## src/rtl/t00_ssd_scan.sv

```systemverilog
// Multiplexed seven-segment scan controller: steps through digits with
// per-slot blanking, digit enables, leading-zero blanking and frame-synced loads.
module t00_ssd_scan #(
  parameter int NUM_DIGITS   = 4,
  parameter int PRESCALE     = 1000,
  parameter int BLANK_CYCLES = 2
) (
  input  logic                    clk,
  input  logic                    nrst,
  input  logic [4*NUM_DIGITS-1:0] value,
  input  logic                    value_valid,
  input  logic [NUM_DIGITS-1:0]   digit_en,
  input  logic                    lz_suppress,
  output logic [3:0]              nibble,
  output logic                    dec_enable,
  output logic [NUM_DIGITS-1:0]   digit_sel,
  output logic                    frame_done
);

  localparam int CW = $clog2(PRESCALE);
  localparam int IW = $clog2(NUM_DIGITS);
  localparam int VW = 4 * NUM_DIGITS;

  logic [CW-1:0]         cnt_q, cnt_d;
  logic [IW-1:0]         idx_q, idx_d;
  logic [VW-1:0]         disp_q, disp_d;
  logic [VW-1:0]         pend_q, pend_d;
  logic                  pflag_q, pflag_d;
  logic [NUM_DIGITS-1:0] en_q;
  logic                  lz_q;

  logic cnt_last, idx_last, idx_bad, frame_end;

  assign cnt_last  = (cnt_q == CW'(PRESCALE - 1));
  assign idx_last  = (idx_q == IW'(NUM_DIGITS - 1));
  assign idx_bad   = (int'(idx_q) >= NUM_DIGITS);
  assign frame_end = cnt_last & idx_last;

  always_comb begin
    cnt_d   = cnt_last ? '0 : cnt_q + CW'(1);
    idx_d   = idx_q;
    disp_d  = disp_q;
    pend_d  = pend_q;
    pflag_d = pflag_q;
    if (idx_bad) begin
      idx_d = '0;
    end else if (cnt_last) begin
      idx_d = idx_last ? '0 : idx_q + IW'(1);
    end
    if (frame_end) begin
      if (value_valid) begin
        disp_d  = value;
        pflag_d = 1'b0;
      end else if (pflag_q) begin
        disp_d  = pend_q;
        pflag_d = 1'b0;
      end
    end else if (value_valid) begin
      pend_d  = value;
      pflag_d = 1'b1;
    end
  end

  always_ff @(posedge clk) begin
    if (!nrst) begin
      cnt_q   <= '0;
      idx_q   <= '0;
      disp_q  <= '0;
      pend_q  <= '0;
      pflag_q <= 1'b0;
      en_q    <= '0;
      lz_q    <= 1'b0;
    end else begin
      cnt_q   <= cnt_d;
      idx_q   <= idx_d;
      disp_q  <= disp_d;
      pend_q  <= pend_d;
      pflag_q <= pflag_d;
      en_q    <= digit_en;
      lz_q    <= lz_suppress;
    end
  end

  logic [NUM_DIGITS-1:0] sel_v;
  logic [3:0]            nib_v;
  logic                  dark, zero_up, blank;

  // zero_up accumulates from the top digit down: all nibbles k..top are zero
  always_comb begin
    sel_v   = '0;
    nib_v   = 4'h0;
    dark    = 1'b1;
    zero_up = 1'b1;
    for (int k = NUM_DIGITS - 1; k >= 0; k--) begin
      zero_up = zero_up & (disp_q[4*k +: 4] == 4'h0);
      if (int'(idx_q) == k) begin
        sel_v[k] = 1'b1;
        nib_v    = disp_q[4*k +: 4];
        dark     = ~en_q[k] | (lz_q & (k != 0) & zero_up);
      end
    end
  end

  assign blank      = (int'(cnt_q) < BLANK_CYCLES);
  assign digit_sel  = blank ? '0 : sel_v;
  assign dec_enable = ~blank & ~dark;
  assign nibble     = (blank | dark) ? 4'h0 : nib_v;
  assign frame_done = frame_end;

endmodule
```

## config.mk

```make
export PLATFORM = sky130hd
export DESIGN_NAME = t00_ssd_scan
export DESIGN_NICKNAME = d
export VERILOG_FILES = /design/src/rtl/t00_ssd_scan.sv
export SDC_FILE = /design/constraint.sdc
export NUM_CORES = 1
export LEC_CHECK = 0
export BUFFER_PORTS_ARGS = -buffer_cell sky130_fd_sc_hd__buf_2
export CAP_MARGIN = 20
export CELL_PAD_IN_SITES_DETAIL_PLACEMENT = 0
export CELL_PAD_IN_SITES_GLOBAL_PLACEMENT = 2
export CORE_MARGIN = 2
export CORE_UTILIZATION = 34
export CTS_CLUSTER_DIAMETER = 40
export DETAILED_ROUTE_END_ITERATION = 16
export PLACE_DENSITY_LB_ADDON = 0.05
export REMOVE_ABC_BUFFERS = 1
export SLEW_MARGIN = 20
export SYNTH_ARGS = -nofsm -noshare
export SYNTH_HDL_FRONTEND = slang
export SYNTH_SLANG_ARGS = --single-unit
```

## constraint.sdc

```tcl
create_clock -name clk -period 2.15 [get_ports clk]
set_input_delay 0.43 -clock clk [delete_from_list [all_inputs] [get_ports clk]]
set_output_delay 0.43 -clock clk [all_outputs]
set_load 0.03 [all_outputs]
```

==> After elaboration in Yosys (flattened, before gate mapping) <==
Index checks and enable logic that the tools add are counted.
{ "totals": {"ff_bits": 50, "in_bits": 24, "out_inout_bits": 10, "elab_cells": 60} }
{ "classes": {"muxes": 17, "add_sub_neg": 2, "bitwise_logic": 19, "n_lt_le_gt_ge": 1, "reduce_logical": 9, "n_eq_ne": 5} }
{ "op_table": {"columns": ["operator", "n"], "rows": [
  ["$mux 16", 2],
  ["$mux 4", 6],
  ["$logic_not 4->1", 3],
  ["$add 10x1->10 const B", 1],
  ["$eq 10x10->1 const B", 1],
  ["$lt 10x2->1 const B", 1],
  ["$mux 1", 8],
  ["$not 1->1", 8],
  ["$and 1x1->1", 7],
  ["$eq 2x2->1 const B", 3],
  ["$or 1x1->1", 4],
  ["$reduce_and 2->1", 2],
  ["$reduce_or 2->1", 2],
  ["$add 2x1->2 const B", 1],
  ["$eq 2x1->1 const B", 1],
  ["$logic_not 2->1", 1],
  ["$mux 2", 1],
  ["$reduce_bool 2->1", 1]
]} }

==> Depth between registers and ports, before layout <==
Gate-level depths: netlist of the first run.
{ "depth": {"word_depth": 9, "mapped_depth": 7, "ltp_nobuf": 6} }

==> Worst setup path after synthesis of the first run <==
No wires, ideal clock.
{ "synth_path": {"path_type": "register to output", "start": "register idx_q[0]", "end": "output port nibble[0]", "arrival_time_ps": 2013, "path_buffers": 1, "setup_slack_ps": -293, "path_stages_with_launch": 7, "t_required_ps": 1720, "path_cell_list": "dfxtp_1 -> inv_1 -> ha_1 -> clkbuf_1 -> a21oi_1 -> nand2_1 -> o31ai_1"} }
{ "synth_via": {"elab_chain_len": 7, "elab_cells_between_ends": 14, "cone_classes": "eq/ne (3); mux (9); bitwise (1); reduce/logical (1)"} }
{ "synth_lines": {"columns": ["element", "line", "source"], "rows": [
  ["from (decl)", "25", "logic [IW-1:0] idx_q, idx_d;"],
  ["from (signal assigned)", "75", "idx_q <= idx_d;"],
  ["$eq 2x1->1", "96", "if (int'(idx_q) == k) begin"],
  ["$mux 1 (4 in series)", "96", null],
  ["$or 1x1->1", "107", "assign nibble = (blank | dark) ? 4'h0 : nib_v;"],
  ["$mux 4 (*)", "107", null],
  ["to (decl)", "14", "output logic [3:0] nibble,"]
]} }
Mark *: on every way between the ends. The rest lies on a longest branch, timed or not.

==> Worst setup path in the final report of the first run <==
{ "layout_path": {"start": "register idx_q[0]", "end": "output port dec_enable"} }
{ "layout_via": {"elab_chain_len": 7, "elab_cells_between_ends": 10, "cone_classes": "eq/ne (3); mux (4); bitwise (2); reduce/logical (1)"} }
{ "layout_lines": {"columns": ["element", "line", "source"], "rows": [
  ["$eq 2x1->1", "96", null],
  ["$mux 1 (3 in series)", "96", null],
  ["$mux 1 (*)", "96", null],
  ["$not 1->1 (*)", "106", "assign dec_enable = ~blank & ~dark;"],
  ["$and 1x1->1 (*)", "106", null],
  ["to (decl)", "15", "output logic dec_enable,"]
]} }
Marks and branches as above.

==> impl_metrics.toml, run 1 <==
[power]
ir_drop_mv = 0.211
finalPower_mw = 1.74
p_leak_nw = 1.52
power_density_nw_per_um2 = 520

[finish]
final_layout_size_suffix_gt1_frac = 0.342
fillers = 735
diodes = 0
final_nets = 367
final_common_cell = "dfxtp_1"
areaGrowthSynthToFinish_pct = 36.3
final_cell_mix = "dfxtp_1, buf_4, nand3_1"

[worst_setup_path]
r2r_end = "idx_q[0]"
path_cells = "inv_4 -> ha_4 -> buf_4 -> a311oi_2 -> buf_4 -> o21bai_1 -> buf_4"
crit_end = "dec_enable"
startpoint_type = "flip-flop"
r2r_start = "cnt_q[1]"
cpMostUsedCell = "buf_4"
cp-end-kind = "output pin"
slowest_delay_ns = 0.42
cp.arrival_ns = 1.89
crit_required_ns = 1.72
reg2reg_slack_ns = 0.23
cp_max_fo = 6
worst-path-stages = 7
critPathSlowestCell = "dfxtp_4"
path_buf_inv = 4
cp_top_family = "buffers and inverters"
setup.worst_path.class = "reg2out"
cp-startpoint = "idx_q[0]"
reg2reg_depth = 5

[detailed_routing]
drc = 0
highest_layer = "met4"
met2_wirelength_um = 3140
wl_per_cell_um = 15.1
drtAntennaViolNets = 0
vias = 2183
routed_wirelength_um = 6620
dr.pass1.iters = 4
wl_met3_um = 166
drt-initial-drc-count = 99
drt-met1-wl_um = 3160
vias_per_cell = 4.98

[outcome]
violations = "setup timing"
status = "finished with violations"

[floorplan]
die_area_um2 = 7940
initial_core_util = 0.345
rows = 31
coreArea_um2 = 7140
die_w_um = 89.1
boundaryPins = 34
die_h_um = 89.1

[timing]
hold_ws_ns = 0.326
fin_crit_sh = 1.08
min_period_ns = 2.32
relSlewSlack = 0.792
skew_ns = 0.0111
setup_viol = 5
setup_ws_ns = -0.166
rsz0062_at_grt = "true"
hold_viol = 0
clock.fmax_mhz = 432
slew_viol_final = 0
tightest_slew_ns = 0.310

[yosys]
synth_area_um2 = 2460
synth_area_per_cell_um2 = 8.83
syn_inst = 279
synth-seq-cells = 50
synth-edff-count = 0
yosysWarningCount = 0
ys_seq_area_frac = 0.407
synth_flop_cell = "dfxtp_1"
synth-async-reset-ratio = 0
synth.distinct_cells = 39

[clocking]
clk_latency_ns = 0.31
cts_made_buffers = 5
cts.sinks = 50
cts_tree = "done"
cts_max_level = 2
cts_max_path_buffers = 2
clk_pin_slew_ns = 0.09
cts-root-buf = "clkbuf_8"

[min_path]
holdPathStages = 2
hold_class = "in2reg"

[grt]
antenna_found_initial = 0
grt-ovfl-total = 0
grtUsageTotal = 0.175
grt_pass1_wl_um = 10600
grt_pass1_vias = 2058
grt_max_degree = 35

[placement]
numPortBuffers = 33
place_congestion = 0.838
dp_slack_ns = -0.134
dp_hpwl_um = 4540

[run]
cap_violations = 0
kinds of logic after synthesis:
logic type / Yosys count / share of synthesized area
AND/OR/NAND/NOR: 122 / 0.265
AO/OA/AOI/OAI: 52 / 0.161
flip-flops: 50 / 0.407
multiplexers: 17 / 0.0691
adder cells (fa/ha/maj): 5 / 0.0254
XOR/XNOR: 8 / 0.0285
buffers and inverters: 25 / 0.0447
flip-flops by register name, summed over array words and instances, names as in the netlist:
signal and flops:
cnt_q 10, pend_q 16, pflag_q 1, lz_q 1, disp_q 16, idx_q 2
en_q 4
through the flow:
stage                     utilization  instances  cell area (µm²)  setup TNS, ns
after floorplan                     -        259             2370          -7.60
after global routing            0.470        438             3360          -1.17
final                           0.470        438             3360         -0.683
after CTS                       0.458        437             3270         -0.713
after detailed placement        0.413        424             2940         -0.399
after global placement          0.413        424             2940         -0.250
power by group:
group	total (mW)	internal (mW)	switching [mW]
Clock	0.583	0.261	0.323
Combinational	0.193	0.0856	0.107
Sequential	0.967	0.950	0.0170
worst min path at each step:
stage	from	endpoint	slack, ns
finish	lz_suppress	lz_q	0.33
global route	digit_en[2]	en_q[2]	0.33
global placement	cnt_q[0]	cnt_q[0]	0.43
floorplan	cnt_q[0]	cnt_q[0]	0.42
detailed placement	cnt_q[0]	cnt_q[0]	0.45
CTS	lz_suppress	lz_q	0.32
Yosys cell counts, types with 5 or more instances:
| master | number | share of area |
|---|---|---|
| dfxtp_1 | 50 | 0.41 |
| nand3_1 | 38 | 0.077 |
| nand2_1 | 27 | 0.041 |
| mux2i_1 | 17 | 0.069 |
| o21ai_0 | 17 | 0.035 |
| o211a_1 | 16 | 0.065 |
| clkbuf_1 | 14 | 0.021 |
| and2_1 | 12 | 0.030 |
| nor2_1 | 10 | 0.015 |
| a211oi_1 | 8 | 0.024 |
| nand4_1 | 6 | 0.015 |
| nor2b_1 | 6 | 0.015 |
| nor3_1 | 6 | 0.012 |
| ha_1 | 5 | 0.025 |
| inv_1 | 5 | 0.0076 |
| xnor2_1 | 5 | 0.018 |
final cells by class:
cell class	instances	area, µm²	area share
Clock buffer	7	86.3	0.0257
Sequential cell	50	1020	0.303
Multi-Input combinational cell	204	1570	0.468
Timing Repair Buffer	72	532	0.158
Clock inverter	1	5.00	0.00149
Tap cell	99	124	0.0369
Inverter	5	23.8	0.00708
layer usage:
| layer | track usage | vias to the layer above |
|---|---|---|
| li1 | - | 1120 |
| met1 | 0.243 | 1017 |
| met2 | 0.270 | 35 |
| met3 | 0.0295 | 11 |
| met4 | 0.0692 | 0 |
| met5 | 0 | - |
repair_timing:
action,CTS,global route
endpoints found under the setup margin,9,9
setup buffers,5,0
gates resized for setup,48,23
endpoints found under the hold margin,0,0
gates cloned,0,1
hold buffers,0,0
pin swaps,13,7
Note: power is estimated with default switching activity, not from simulation.
==> inputs of run 2 (changes only) <==
CELL_PAD_IN_SITES_DETAIL_PLACEMENT = default   (was 0)
CELL_PAD_IN_SITES_GLOBAL_PLACEMENT = default   (was 2)
CORE_UTILIZATION = 40   (was 34)
==> run 2 against run 1 <==
The run still ends with setup timing left; sequential power increased by 0.5%; critical path depth increased by 1; combinational power decreased by 9%; worst hold slack improved by 0.0056 ns; critical path type unchanged; total power increased by 3.9%; utilization increased by 10 points; worst setup slack got worse by 0.077 ns; highest routed layer unchanged.
==> impl_metrics.toml, run 2 (synthesized netlist as in run 1, its figures left out) <==
[outcome]
status = "finished with violations"
violations = "setup timing"

[clocking]
cts_made_buffers = 5
cts_max_level = 2
clk_pin_slew_ns = 0.09
clk_latency_ns = 0.31
cts_tree = "done"
cts_hold_buf = 0
cts.sinks = 50
cts-root-buf = "clkbuf_8"
cts_max_path_buffers = 2

[floorplan]
die_h_um = 82.5
initial_core_util = 0.416
die_w_um = 82.5
die_area_um2 = 6800
rows = 28
coreArea_um2 = 5920
boundaryPins = 34

[worst_setup_path]
reg2reg_slack_ns = 0.23
r2r_start = "idx_q[1]"
startpoint_type = "flip-flop"
critPathSlowestCell = "dfxtp_4"
path_cells = "inv_4 -> ha_4 -> buf_6 -> a211oi_4 -> a211oi_2 -> nand4_1 -> o2bb2ai_2 -> buf_6"
setup.worst_path.class = "reg2out"
cp-startpoint = "idx_q[0]"
slowest_delay_ns = 0.39
cpMostUsedCell = "buf_6"
cp-end-kind = "output pin"
cp.arrival_ns = 1.96
crit_required_ns = 1.72
cp_max_fo = 7

[placement]
numPortBuffers = 33
place_congestion = 0.827
postPlaceCellArea_um2 = 2890
dp_hpwl_um = 4130
dp_slack_ns = -0.110
dp_cells = 398

[detailed_routing]
drc = 0
dr.pass1.iters = 4
vias_per_cell = 5.35
wl_per_cell_um = 14.7
drt-initial-drc-count = 147
drtAntennaViolNets = 0
vias = 2225
routed_wirelength_um = 6120

[grt]
top_usage_layer = "met2"
grtUsageMet2 = 0.310
antenna_found_initial = 0
use_met3 = 0.0391
grtUsageMet1 = 0.280
grt_pass1_wl_um = 10300
grt_max_degree = 51
grt-ovfl-total = 0
grtUsageTotal = 0.199
grt_pass1_vias = 2067

[finish]
top_regs = "disp_q: 16 flops, pend_q: 16 flops, cnt_q: 10 flops"
stdcell_area_um2 = 3380
final_common_cell = "dfxtp_1"
final_cell_mix = "dfxtp_1, nand3_1, buf_4"
final_nets = 369
areaGrowthSynthToFinish_pct = 37.2
fillers = 534
diodes = 0
layout.cells.non_filler = 416
final_layout_size_suffix_gt1_frac = 0.355

[timing]
slew_viol_final = 0
hold_viol = 0
skew_ns = 0.00802
relSlewSlack = 0.773
rsz0062_at_grt = "true"
clock.fmax_mhz = 418
setup_viol = 5
tns_ns = -0.948
tightest_slew_ns = 0.337
hold_ws_ns = 0.332
fin_crit_sh = 1.11
setup_ws_ns = -0.244
min_period_ns = 2.39

[power]
clockPowerShare = 0.367
power_density_nw_per_um2 = 536
switching_share = 0.239
p_int_mw = 1.38
power_switching_uw = 432
seq_power_share = 0.537
ir_drop_mv = 0.279
p_leak_nw = 1.54
p_comb_frac = 0.097

[run]
cap_violations = 0

[min_path]
hold_class = "in2reg"
min_from = "digit_en[3]"
==> run 2: changes by cell type in the layout (fill, tap and decap cells not counted), moves of 2 or more <==
cell	delta
buf_4	-3
buf_6	+5
nand3_1	+2
dfxtp_2	+3
dfxtp_1	-2
==> run 2: final timing paths <==
path         cells past startpoint    endpoint
min                              2     en_q[3]
min reg2reg                      1    cnt_q[0]
max reg2reg                      9  pend_q[13]
max                              8   nibble[3]
==> run 2: routing by layer <==
| metal | up-vias | routed length [µm] |
|---|---|---|
| met5 | - | 0 |
| met4 | 0 | 82 |
| met3 | 7 | 254 |
| met2 | 55 | 2760 |
| met1 | 1036 | 3020 |
| li1 | 1127 | - |
==> run 2: cell type report <==
cell class / count / area (µm²) / share of cell area
repair buffers: 74 / 551 / 0.163
flip-flops and latches: 50 / 1020 / 0.301
multi-input cells: 204 / 1590 / 0.470
clock inverters: 1 / 30.0 / 0.00889
inverters: 5 / 25.0 / 0.00740
well taps: 75 / 93.8 / 0.0278
clock buffers: 7 / 76.3 / 0.0226
==> run 2: critical path: cells and delay by family (launching register included) <==
family / cells / cell delay (ns)
AO/OA/AOI/OAI: 3 / 0.55
flip-flops: 1 / 0.39
AND/OR/NAND/NOR: 1 / 0.17
buffers and inverters: 3 / 0.37
adder cells (fa/ha/maj): 1 / 0.18
==> run 2: power groups by stage <==
stage / combinational, mW / clock, mW / sequential, mW
after floorplan: 0.0808 / 0 / 0.987
after global placement: 0.161 / 0 / 0.990
after detailed placement: 0.165 / 0 / 0.991
after CTS: 0.169 / 0.683 / 0.970
after global routing: 0.197 / 0.721 / 0.975
final: 0.175 / 0.665 / 0.972
==> run 2: what timing repair did <==
| action | in CTS | in global routing |
|---|---|---|
| pin swaps | 17 | 13 |
| endpoints found under the setup margin | 6 | 10 |
| buffers inserted | 8 | 4 |
| gates cloned | 0 | 0 |
| resized for setup | 54 | 22 |
==> run 2: metrics by stage <==
stage / util / total power [mW]
6_report: 0.571 / 1.81
4_1_cts: 0.556 / 1.82
2_1_floorplan: - / 1.07
5_1_grt: 0.571 / 1.89
3_5_place_dp: 0.488 / 1.16
3_3_place_gp: 0.488 / 1.15
==> inputs of run 3 (changes only) <==
==> constraint.sdc (replaced) <==
create_clock -name clk -period 2.93 [get_ports clk]
set_input_delay 0.586 -clock clk [delete_from_list [all_inputs] [get_ports clk]]
set_output_delay 0.586 -clock clk [all_outputs]
set_load 0.005 [all_outputs]
==> run 3 against run 2 <==
The flow now finishes without violations; critical path depth decreased by 1; sequential power is 27% lower; worst hold slack gained 0.12 ns; register-to-register slack improved by 0.60 ns; highest routed layer unchanged; die area is the same; worst setup slack better by 0.42 ns.
==> impl_metrics.toml, run 3 (synthesized netlist as in run 1, its figures left out) <==
[outcome]
status = "finished clean"

[floorplan]
die_w_um = 82.5
coreArea_um2 = 5920
rows = 28
die_h_um = 82.5
initial_core_util = 0.416
die_area_um2 = 6800
boundaryPins = 34

[detailed_routing]
vias = 2058
vias_per_cell = 5.39
wl_per_cell_um = 14.5
dr.pass1.iters = 4
drc = 0
drtAntennaViolNets = 0
drt-initial-drc-count = 137
routed_wirelength_um = 5550

[timing]
min_period_ns = 2.75
skew_ns = 0.00984
slew_viol_final = 0
tightest_slew_ns = 0.695
hold_ws_ns = 0.450
relSlewSlack = 0.537
tns_ns = 0
fin_crit_sh = 0.939
hold_viol = 0
clock.fmax_mhz = 364
setup_viol = 0
setup_ws_ns = 0.179

[clocking]
cts_max_level = 2
cts-root-buf = "clkbuf_8"
cts_hold_buf = 0
clk_pin_slew_ns = 0.09
cts_tree = "done"
cts.sinks = 50
cts_max_path_buffers = 2
clk_latency_ns = 0.30
cts_made_buffers = 5

[finish]
areaGrowthSynthToFinish_pct = 14.0
layout.cells.non_filler = 382
diodes = 0
top_regs = "disp_q: 16 flops, pend_q: 16 flops, cnt_q: 10 flops"
final_cell_mix = "dfxtp_1, nand3_1, buf_2"
post-route-util = 0.474
final_nets = 336
final_common_cell = "dfxtp_1"
final_layout_size_suffix_gt1_frac = 0.189
stdcell_area_um2 = 2810

[power]
power_density_nw_per_um2 = 430
p_int_uw = 910
power_switching_uw = 296
p_comb_frac = 0.092
seq_power_share = 0.590
clockPowerShare = 0.318
switching_share = 0.246
p_leak_nw = 1.31
ir_drop_mv = 0.212
finalPower_mw = 1.21

[grt]
antenna_found_initial = 0
grtUsageTotal = 0.175
grt-ovfl-total = 0
grt_pass1_vias = 1823
grt_pass1_wl_um = 9040
grt_max_degree = 40

[worst_setup_path]
cp.arrival_ns = 2.16
crit_required_ns = 2.34
cp-end-kind = "output pin"
cp_max_fo = 11
setup.worst_path.class = "reg2out"
startpoint_type = "flip-flop"

[run]
cap_violations = 0

[placement]
numPortBuffers = 33
dp_hpwl_um = 3870
dp_cells = 375
place_congestion = 0.766
postPlaceCellArea_um2 = 2700
dp_slack_ns = 0.445

[min_path]
hold_class = "reg2reg"
run 3: path summary, 6_finish.rpt:
path,start,end,slack [ns],depth (start not counted)
worst max register to register,idx_q[0],disp_q[1],0.83,5
worst max-delay path,idx_q[0],nibble[3],0.18,7
worst min register to register,cnt_q[0],cnt_q[0],0.45,1
worst min-delay path,cnt_q[0],cnt_q[0],0.45,1
run 3: critical path: stages, from the launching register on:
cell and delay, ns:
dfxtp_1 0.41, inv_1 0.09, ha_1 0.35, nand3b_1 0.23, a211oi_2 0.28, nand4_1 0.13
o2bb2ai_1 0.22, buf_2 0.16
run 3: repair_timing:
action | in CTS | in global routing
gates resized for setup | 0 | 6
endpoints found under the hold margin | 0 | 0
setup buffers | 0 | 0
setup endpoints to repair | 0 | 5
run 3: metal layers:
| metal | GRT usage | up-vias | share of wire |
|---|---|---|---|
| met2 | 0.247 | 43 | 0.42 |
| met3 | 0.0359 | 4 | 0.049 |
| met4 | 0.0600 | 0 | 0.012 |
| met1 | 0.261 | 957 | 0.52 |
| met5 | 0 | - | 0 |
| li1 | - | 1054 | - |
run 3: power by group through the flow:
| stage | clock, mW | sequential, mW | combinational (mW) |
|---|---|---|---|
| 2_1_floorplan | 0 | 0.724 | 0.0538 |
| 3_3_place_gp | 0 | 0.727 | 0.110 |
| 3_5_place_dp | 0 | 0.727 | 0.112 |
| 4_1_cts | 0.403 | 0.711 | 0.112 |
| 5_1_grt | 0.425 | 0.714 | 0.126 |
| 6_report | 0.384 | 0.711 | 0.111 |
run 3: area by class of cell:
type                       count  area, µm²
clock inverter                 2       10.0
fill                         615       3110
tap                           75       93.8
clock buffer                   5       68.8
inverter                       5       18.8
multi-input combinational    204       1390
timing repair buffer          41        225
sequential                    50       1000
